--- src/rtl/load_store_unit.sv ---
// Load/store unit: one memory access at a time over a req/ack word bus, with
// extended load writeback and timeout abort. Optional misalignment trap: MEM_MISALIGN_TRAP_EN.
module load_store_unit #(
  parameter int unsigned TIMEOUT_CYCLES = 255
) (
  input  logic        sys_clk,
  input  logic        sys_rst_n,
  input  logic        req_valid,
  input  logic        req_we,
  input  logic [2:0]  req_funct3,
  input  logic [31:0] req_addr,
  input  logic [31:0] req_wdata,
  input  logic [4:0]  req_rd_addr,
  output logic        hold_en,
  output logic        bus_req,
  output logic        bus_we,
  output logic [31:0] bus_addr,
  output logic [3:0]  bus_wstrb,
  output logic [31:0] bus_wdata,
  input  logic        bus_ack,
  input  logic [31:0] bus_rdata,
  output logic        wb_en,
  output logic [4:0]  wb_addr,
  output logic [31:0] wb_data,
  output logic        bus_err,
  output logic        misalign_err
);

  typedef enum logic [1:0] {IDLE, BUS, DONE} state_e;

  localparam logic [15:0] CNT_LAST = 16'(TIMEOUT_CYCLES - 1);

  state_e      state_q, state_d;
  logic [15:0] cnt_q, cnt_d;
  logic        we_q, we_d;
  logic [31:0] addr_q, addr_d;
  logic [3:0]  strb_q, strb_d;
  logic [31:0] wdata_q, wdata_d;
  logic [2:0]  funct3_q, funct3_d;
  logic [1:0]  lane_q, lane_d;
  logic [4:0]  rd_q, rd_d;
  logic        wb_en_q, wb_en_d;
  logic [4:0]  wb_addr_q, wb_addr_d;
  logic [31:0] wb_data_q, wb_data_d;
  logic        err_q, err_d;
  logic        mis_q, mis_d;

  logic        misaligned;
  logic [3:0]  strb_new;
  logic [31:0] wdata_new;
  logic [7:0]  ld_byte;
  logic [15:0] ld_half;
  logic [31:0] load_data;

`ifdef MEM_MISALIGN_TRAP_EN
  logic is_byte, is_half;
  // Loads decode width from funct3[1:0] (bit 2 is signedness); stores use the full code.
  assign is_byte    = req_we ? (req_funct3 == 3'b000) : (req_funct3[1:0] == 2'b00);
  assign is_half    = req_we ? (req_funct3 == 3'b001) : (req_funct3[1:0] == 2'b01);
  assign misaligned = is_half ? req_addr[0] : (!is_byte && (req_addr[1:0] != 2'b00));
`else
  assign misaligned = 1'b0;
`endif

  always_comb begin
    strb_new  = 4'b1111;
    wdata_new = req_wdata;
    case (req_funct3)
      3'b000: begin
        strb_new  = 4'b0001 << req_addr[1:0];
        wdata_new = {4{req_wdata[7:0]}};
      end
      3'b001: begin
        strb_new  = req_addr[1] ? 4'b1100 : 4'b0011;
        wdata_new = {2{req_wdata[15:0]}};
      end
      default: ;
    endcase
  end

  always_comb begin
    ld_byte   = bus_rdata[{lane_q, 3'b000} +: 8];
    ld_half   = lane_q[1] ? bus_rdata[31:16] : bus_rdata[15:0];
    case (funct3_q)
      3'b000:  load_data = {{24{ld_byte[7]}}, ld_byte};
      3'b001:  load_data = {{16{ld_half[15]}}, ld_half};
      3'b100:  load_data = {24'h0, ld_byte};
      3'b101:  load_data = {16'h0, ld_half};
      default: load_data = bus_rdata;
    endcase
  end

  // NOTE: every signal driven here gets a default first, so no path can infer a latch.
  always_comb begin
    state_d   = state_q;
    cnt_d     = cnt_q;
    we_d      = we_q;
    addr_d    = addr_q;
    strb_d    = strb_q;
    wdata_d   = wdata_q;
    funct3_d  = funct3_q;
    lane_d    = lane_q;
    rd_d      = rd_q;
    wb_en_d   = 1'b0;
    wb_addr_d = wb_addr_q;
    wb_data_d = wb_data_q;
    err_d     = 1'b0;
    mis_d     = 1'b0;
    hold_en   = 1'b0;
    bus_req   = 1'b0;
    case (state_q)
      IDLE: begin
        hold_en = req_valid;
        if (req_valid) begin
          cnt_d = '0;
          if (misaligned) begin
            state_d = DONE;
            mis_d   = 1'b1;
          end else begin
            state_d  = BUS;
            we_d     = req_we;
            addr_d   = {req_addr[31:2], 2'b00};
            strb_d   = strb_new;
            wdata_d  = wdata_new;
            funct3_d = req_funct3;
            lane_d   = req_addr[1:0];
            rd_d     = req_rd_addr;
          end
        end
      end
      BUS: begin
        hold_en = 1'b1;
        bus_req = 1'b1;
        cnt_d   = cnt_q + 16'd1;
        if (bus_ack) begin
          state_d = DONE;
          if (!we_q) begin
            wb_en_d   = 1'b1;
            wb_addr_d = rd_q;
            wb_data_d = load_data;
          end
        end else if (cnt_q == CNT_LAST) begin
          state_d = DONE;
          err_d   = 1'b1;
        end
      end
      DONE:    state_d = IDLE;
      default: state_d = IDLE;
    endcase
  end

  // NOTE: sequential state uses non-blocking assignments so all registers update together.
  always_ff @(posedge sys_clk or negedge sys_rst_n) begin
    if (!sys_rst_n) begin
      state_q   <= IDLE;
      cnt_q     <= '0;
      we_q      <= 1'b0;
      addr_q    <= '0;
      strb_q    <= '0;
      wdata_q   <= '0;
      funct3_q  <= '0;
      lane_q    <= '0;
      rd_q      <= '0;
      wb_en_q   <= 1'b0;
      wb_addr_q <= '0;
      wb_data_q <= '0;
      err_q     <= 1'b0;
      mis_q     <= 1'b0;
    end else begin
      state_q   <= state_d;
      cnt_q     <= cnt_d;
      we_q      <= we_d;
      addr_q    <= addr_d;
      strb_q    <= strb_d;
      wdata_q   <= wdata_d;
      funct3_q  <= funct3_d;
      lane_q    <= lane_d;
      rd_q      <= rd_d;
      wb_en_q   <= wb_en_d;
      wb_addr_q <= wb_addr_d;
      wb_data_q <= wb_data_d;
      err_q     <= err_d;
      mis_q     <= mis_d;
    end
  end

  assign bus_we       = we_q;
  assign bus_addr     = addr_q;
  assign bus_wstrb    = strb_q;
  assign bus_wdata    = wdata_q;
  assign wb_en        = wb_en_q;
  assign wb_addr      = wb_addr_q;
  assign wb_data      = wb_data_q;
  assign bus_err      = err_q;
  assign misalign_err = mis_q;

endmodule

--- config.mk ---
export PLATFORM = sky130hd
export DESIGN_NAME = load_store_unit
export DESIGN_NICKNAME = d
export VERILOG_FILES = /design/src/rtl/load_store_unit.sv
export SDC_FILE = /design/constraint.sdc
export NUM_CORES = 1
export LEC_CHECK = 0
export ABC_AREA = 1
export CAP_MARGIN = 5
export CORE_MARGIN = 10
export CORE_UTILIZATION = 30
export CTS_CLUSTER_SIZE = 28
export DETAILED_ROUTE_END_ITERATION = 7
export GPL_TIMING_DRIVEN = 0
export SYNTH_ARGS = -nofsm -noshare
export SYNTH_HDL_FRONTEND = slang
export SYNTH_SLANG_ARGS = --single-unit
--- constraint.sdc ---
create_clock -name sys_clk -period 3.8 [get_ports sys_clk]
set_input_delay 0.76 -clock sys_clk [delete_from_list [all_inputs] [get_ports sys_clk]]
set_output_delay 0.76 -clock sys_clk [all_outputs]
set_load 0.05 [all_outputs]
# After elaboration in Yosys (flattened, before gate mapping)
# Index checks and enable logic that the tools add are counted.
# Widths: inputs -> output; s select.
# op_classes
n_addsub,1
multipliers,0
div,0
order_cmp,0
n_eq_ne,8
shift,2
mux,19
bitwise_logic,1
reduce_logical,8
# op_table
operator,count
$pmux 32 s4,1
$pmux 32 s2,1
$mux 16,2
$pmux 16 s2,1
$shiftx 32x6->8,1
$add 16x1->16 const B,1
$eq 16x8->1 const B,1
$pmux 4 s2,1
$mux 1,7
$eq 3x1->1 const B,2
$eq 3x3->1 const B,2
$logic_not 3->1,2
$mux 2,3
$reduce_and 2->1,3
$mux 4,1
$pmux 2 s2,1
$shl 1x2->4 const A,1
$ne 3x3->1 const B,1
$reduce_and 3->1,1
$eq 2x1->1 const B,1
$logic_not 2->1,1
$ne 2x2->1 const B,1
$pmux 1 s2,1
$reduce_bool 2->1,1
$not 1->1,1
# word_totals
ff_bits,134
latch_bits,0
mem_bits_rw,0
romBits,0
in_bits,109
out_inout_bits,111
wordCells,52
memories,0

# Logic depth before layout (Yosys ltp)
# depth
depth_word,4
ltp_mapped,9
mapped_depth_nobuf,8

# Worst setup path before layout
# OpenSTA, ideal clock, no wires.
# synth_path
path_kind,input to output
start,in req_valid
end,out hold_en
arrival_ns,1.223
required_ns,3.040
path_slack_ns,1.817
stages,2
path_cell_list,nand2_1 -> nand2_1
# synth_via
elab_chain_cells,1
# synth_rtl
item,line,source
from (decl),8,"input logic req_valid,"
$pmux 1 s2,111,case (state_q)
to (decl),14,"output logic hold_en,"
# No other way between the ends.

# Worst setup path after layout
# Same ends and word-level chain as after synthesis.

==> impl_metrics.yaml <==
clock_network:
  h-tree-depth: 4
  ctsResizeCount: 0
  cts_max_path_buffers: 2
  ctsHoldBuffers: 0
  tritoncts: "done"
  cts_buffers: 17
  cts.sinks: 134
  post_cts_buffers: 0
  root_buffer: "clkbuf_16"
  clk_transition_reported_paths_ps: 60
  clk_latency_ps: 420
yosys:
  ys_ff_latch: 134
  seq_area_frac_synth_pct: 49.5
  yosysWarnings: 0
  synthCells: 889
  synth.avg_cell_area_sq_um: 7.62
  syn-cell-area_sq_mm: 0.00677
  yosysUniqueCellTypes: 37
setup_path:
  cp.required_ps: 3040
  arrival_ps: 2320
  rr_endpoint: "bus_wstrb[3]$_DFFE_PN0P_"
  slowest_stage: "clkdlybuf4s50_1"
  r2r_cells: 6
  crit_type: "primary input to output port"
  crit_path_end: "hold_en"
  r2r_slack_ps: 2330
  worstPathMaxFanout: 5
  max_stage_delay_ps: 850
  rr_startpoint: "state_q[1]$_DFFE_PN0P_"
  crit_chain: "clkdlybuf4s50_1 > nand2_1 > nand2_1 > clkdlybuf4s50_1"
  critPathCaptureType: "output port"
  startpoint: "req_valid"
  critical-path-top-delay-family: "buffers and inverters"
  path_depth: 4
  critPathBufInv: 2
  critPathLaunchType: "primary input"
place:
  port_buffers: 216
  placed_area_sq_mm: 0.00932
  gp_congestion: 0.883
  hpwl_mm: 18.6
floorplan:
  ioPinCount: 220
  die_area_sq_mm: 0.0290
  dieHeight_um: 170
  num_rows: 54
  die_w_um: 170
  core_sq_mm: 0.0220
  initial_core_util_pct: 30.7
timing:
  min_period_ps: 3080
  grt_setup_unrepaired: "false"
  relSlewSlack_pct: 56.5
  fin_setup_tns_ps: 0
  hold_viol_final: 0
  drv_slew: 0
  clock_skew_ps: 9.33
  post-route-period-util_pct: 81.1
  finalSetupViolCount: 0
  worst_pin_slew_ps: 653
  fmax_mhz: 324
cells_and_area:
  n_antenna_cell: 0
  finalNetCount: 1238
  final_cell_mix: "360 x nand2_1, 215 x clkdlybuf4s50_1, 134 x dfrtp_1, 72 x inv_1, 68 x nor2_1"
  nFillCells: 2213
  seq_area_sq_mm: 0.00335
  drive_gt1_share_pct: 9.65
  synthToLayoutAreaGrowth_pct: 46.4
  final_common_cell: "nand2_1"
  fin_area_sq_mm: 0.00992
  multi_input_area_sq_mm: 0.00280
  final_util_pct: 45.0
run:
  maxCapViolations: 0
global_route:
  grt_overflow: 0
  grt_max_degree: 70
  antenna_found_initial: 1
  grt_pass1_vias: 6760
  grt_pass1_wl_mm: 38.0
  grt_usage_pct: 16.7
power:
  peakVddDrop_mv: 0.580
  power.density_mw_per_mm2: 864
  p_leak_nw: 4.79
routing:
  wl_mm: 24.2
  drt_iter0_markers: 413
  drtPass1Iterations: 5
  ant_nets: 0
  drcViolationCount: 0
  viasPerCell: 4.58
  vias: 6501
  wl_per_cell_um: 17.0
outcome:
  status: "finished clean"
min_path:
  min_path_type: "primary input to asynchronous set/reset pin"
## stage by stage
stage	std cells	power (mW)	worst slack (ps)	hold slack, ps
2_1_floorplan	891	5.26	1820	464
3_3_place_gp	1387	6.91	-3880	452
3_5_place_dp	1388	6.94	698	458
4_1_cts	1420	8.68	696	350
5_1_grt	1420	9.10	652	357
6_report	1420	8.57	718	323
## cell type report
cell class / count / area share, %
sequential: 134 / 33.8
multi-input combinational: 635 / 28.2
buffer: 43 / 3.26
timing repair buffer: 217 / 22.1
tap: 280 / 3.53
clock inverter: 14 / 1.68
inverter: 79 / 3.09
clock buffer: 18 / 4.33
## cell families (layout without fill, tap and decap cells)
kind of cell,Yosys count,count (layout),synth area share (%)
AO/OA/AOI/OAI,101,101,8.00
other,1,3,0.0554
flip-flops,134,134,49.5
AND/OR/NAND/NOR,528,528,32.6
multiplexers,1,1,0.148
adder cells (fa/ha/maj),2,2,0.369
buffers and inverters,122,371,9.29
## power by group
part / switching (mW) / internal (mW) / total [mW]
sequential: 0.329 / 1.97 / 2.30
clock: 0.703 / 0.988 / 1.69
combinational: 3.08 / 1.49 / 4.57
## worst register-to-register path: stages (launching register included)
cell and delay [ps]:
dfrtp_1 380, inv_2 70, nand2_1 70, nor2_2 170, clkbuf_2 320, nand2_1 180, o211ai_1 200
## sequential cells by signal, summed over array words and instances (netlist names)
register   count
bus_addr      30
bus_err        1
bus_wdata     32
bus_we         1
bus_wstrb      4
cnt_q         16
funct3_q       3
lane_q         2
rd_q           5
state_q        2
wb_addr        5
wb_data       32
wb_en          1
## Yosys cell counts, drive strengths merged
library cell  count  area share (%)
a21oi            45             3.5
nor4              1           0.092
conb              1           0.055
mux2i             1            0.15
inv              79             4.5
nand2           367              21
o211ai            2            0.22
nand4             3            0.28
or2              16             1.5
nand3b            1            0.11
buf              39             4.4
nor2             76             4.7
nor3              3            0.22
dfrtp           134              50
nand3            61             4.8
clkbuf            4            0.39
o22a              2            0.26
o22ai             2            0.18
o21ai            45             3.4
ha                2            0.37
a31oi             5            0.46
## worst min path at each step
stage / start / end / cells past startpoint
finish: sys_rst_n / wb_data[22]$_DFFE_PN0P_ / 1
global route: sys_rst_n / wb_data[22]$_DFFE_PN0P_ / 1
CTS: sys_rst_n / wb_data[22]$_DFFE_PN0P_ / 1
detailed placement: bus_addr[9]$_DFFE_PN0P_ / bus_addr[9]$_DFFE_PN0P_ / 2
global placement: bus_addr[29]$_DFFE_PN0P_ / bus_addr[29]$_DFFE_PN0P_ / 2
floorplan: sys_rst_n / bus_addr[10]$_DFFE_PN0P_ / 0
## layer usage
metal	track usage [%]	vias to the layer above	wire [um]
met2	25.4	237	10500
met5	0	-	8
li1	-	3243	-
met1	19.8	2994	10200
met4	4.23	2	346
met3	9.79	25	3130
No activity file was read; power rests on OpenSTA's default activity.
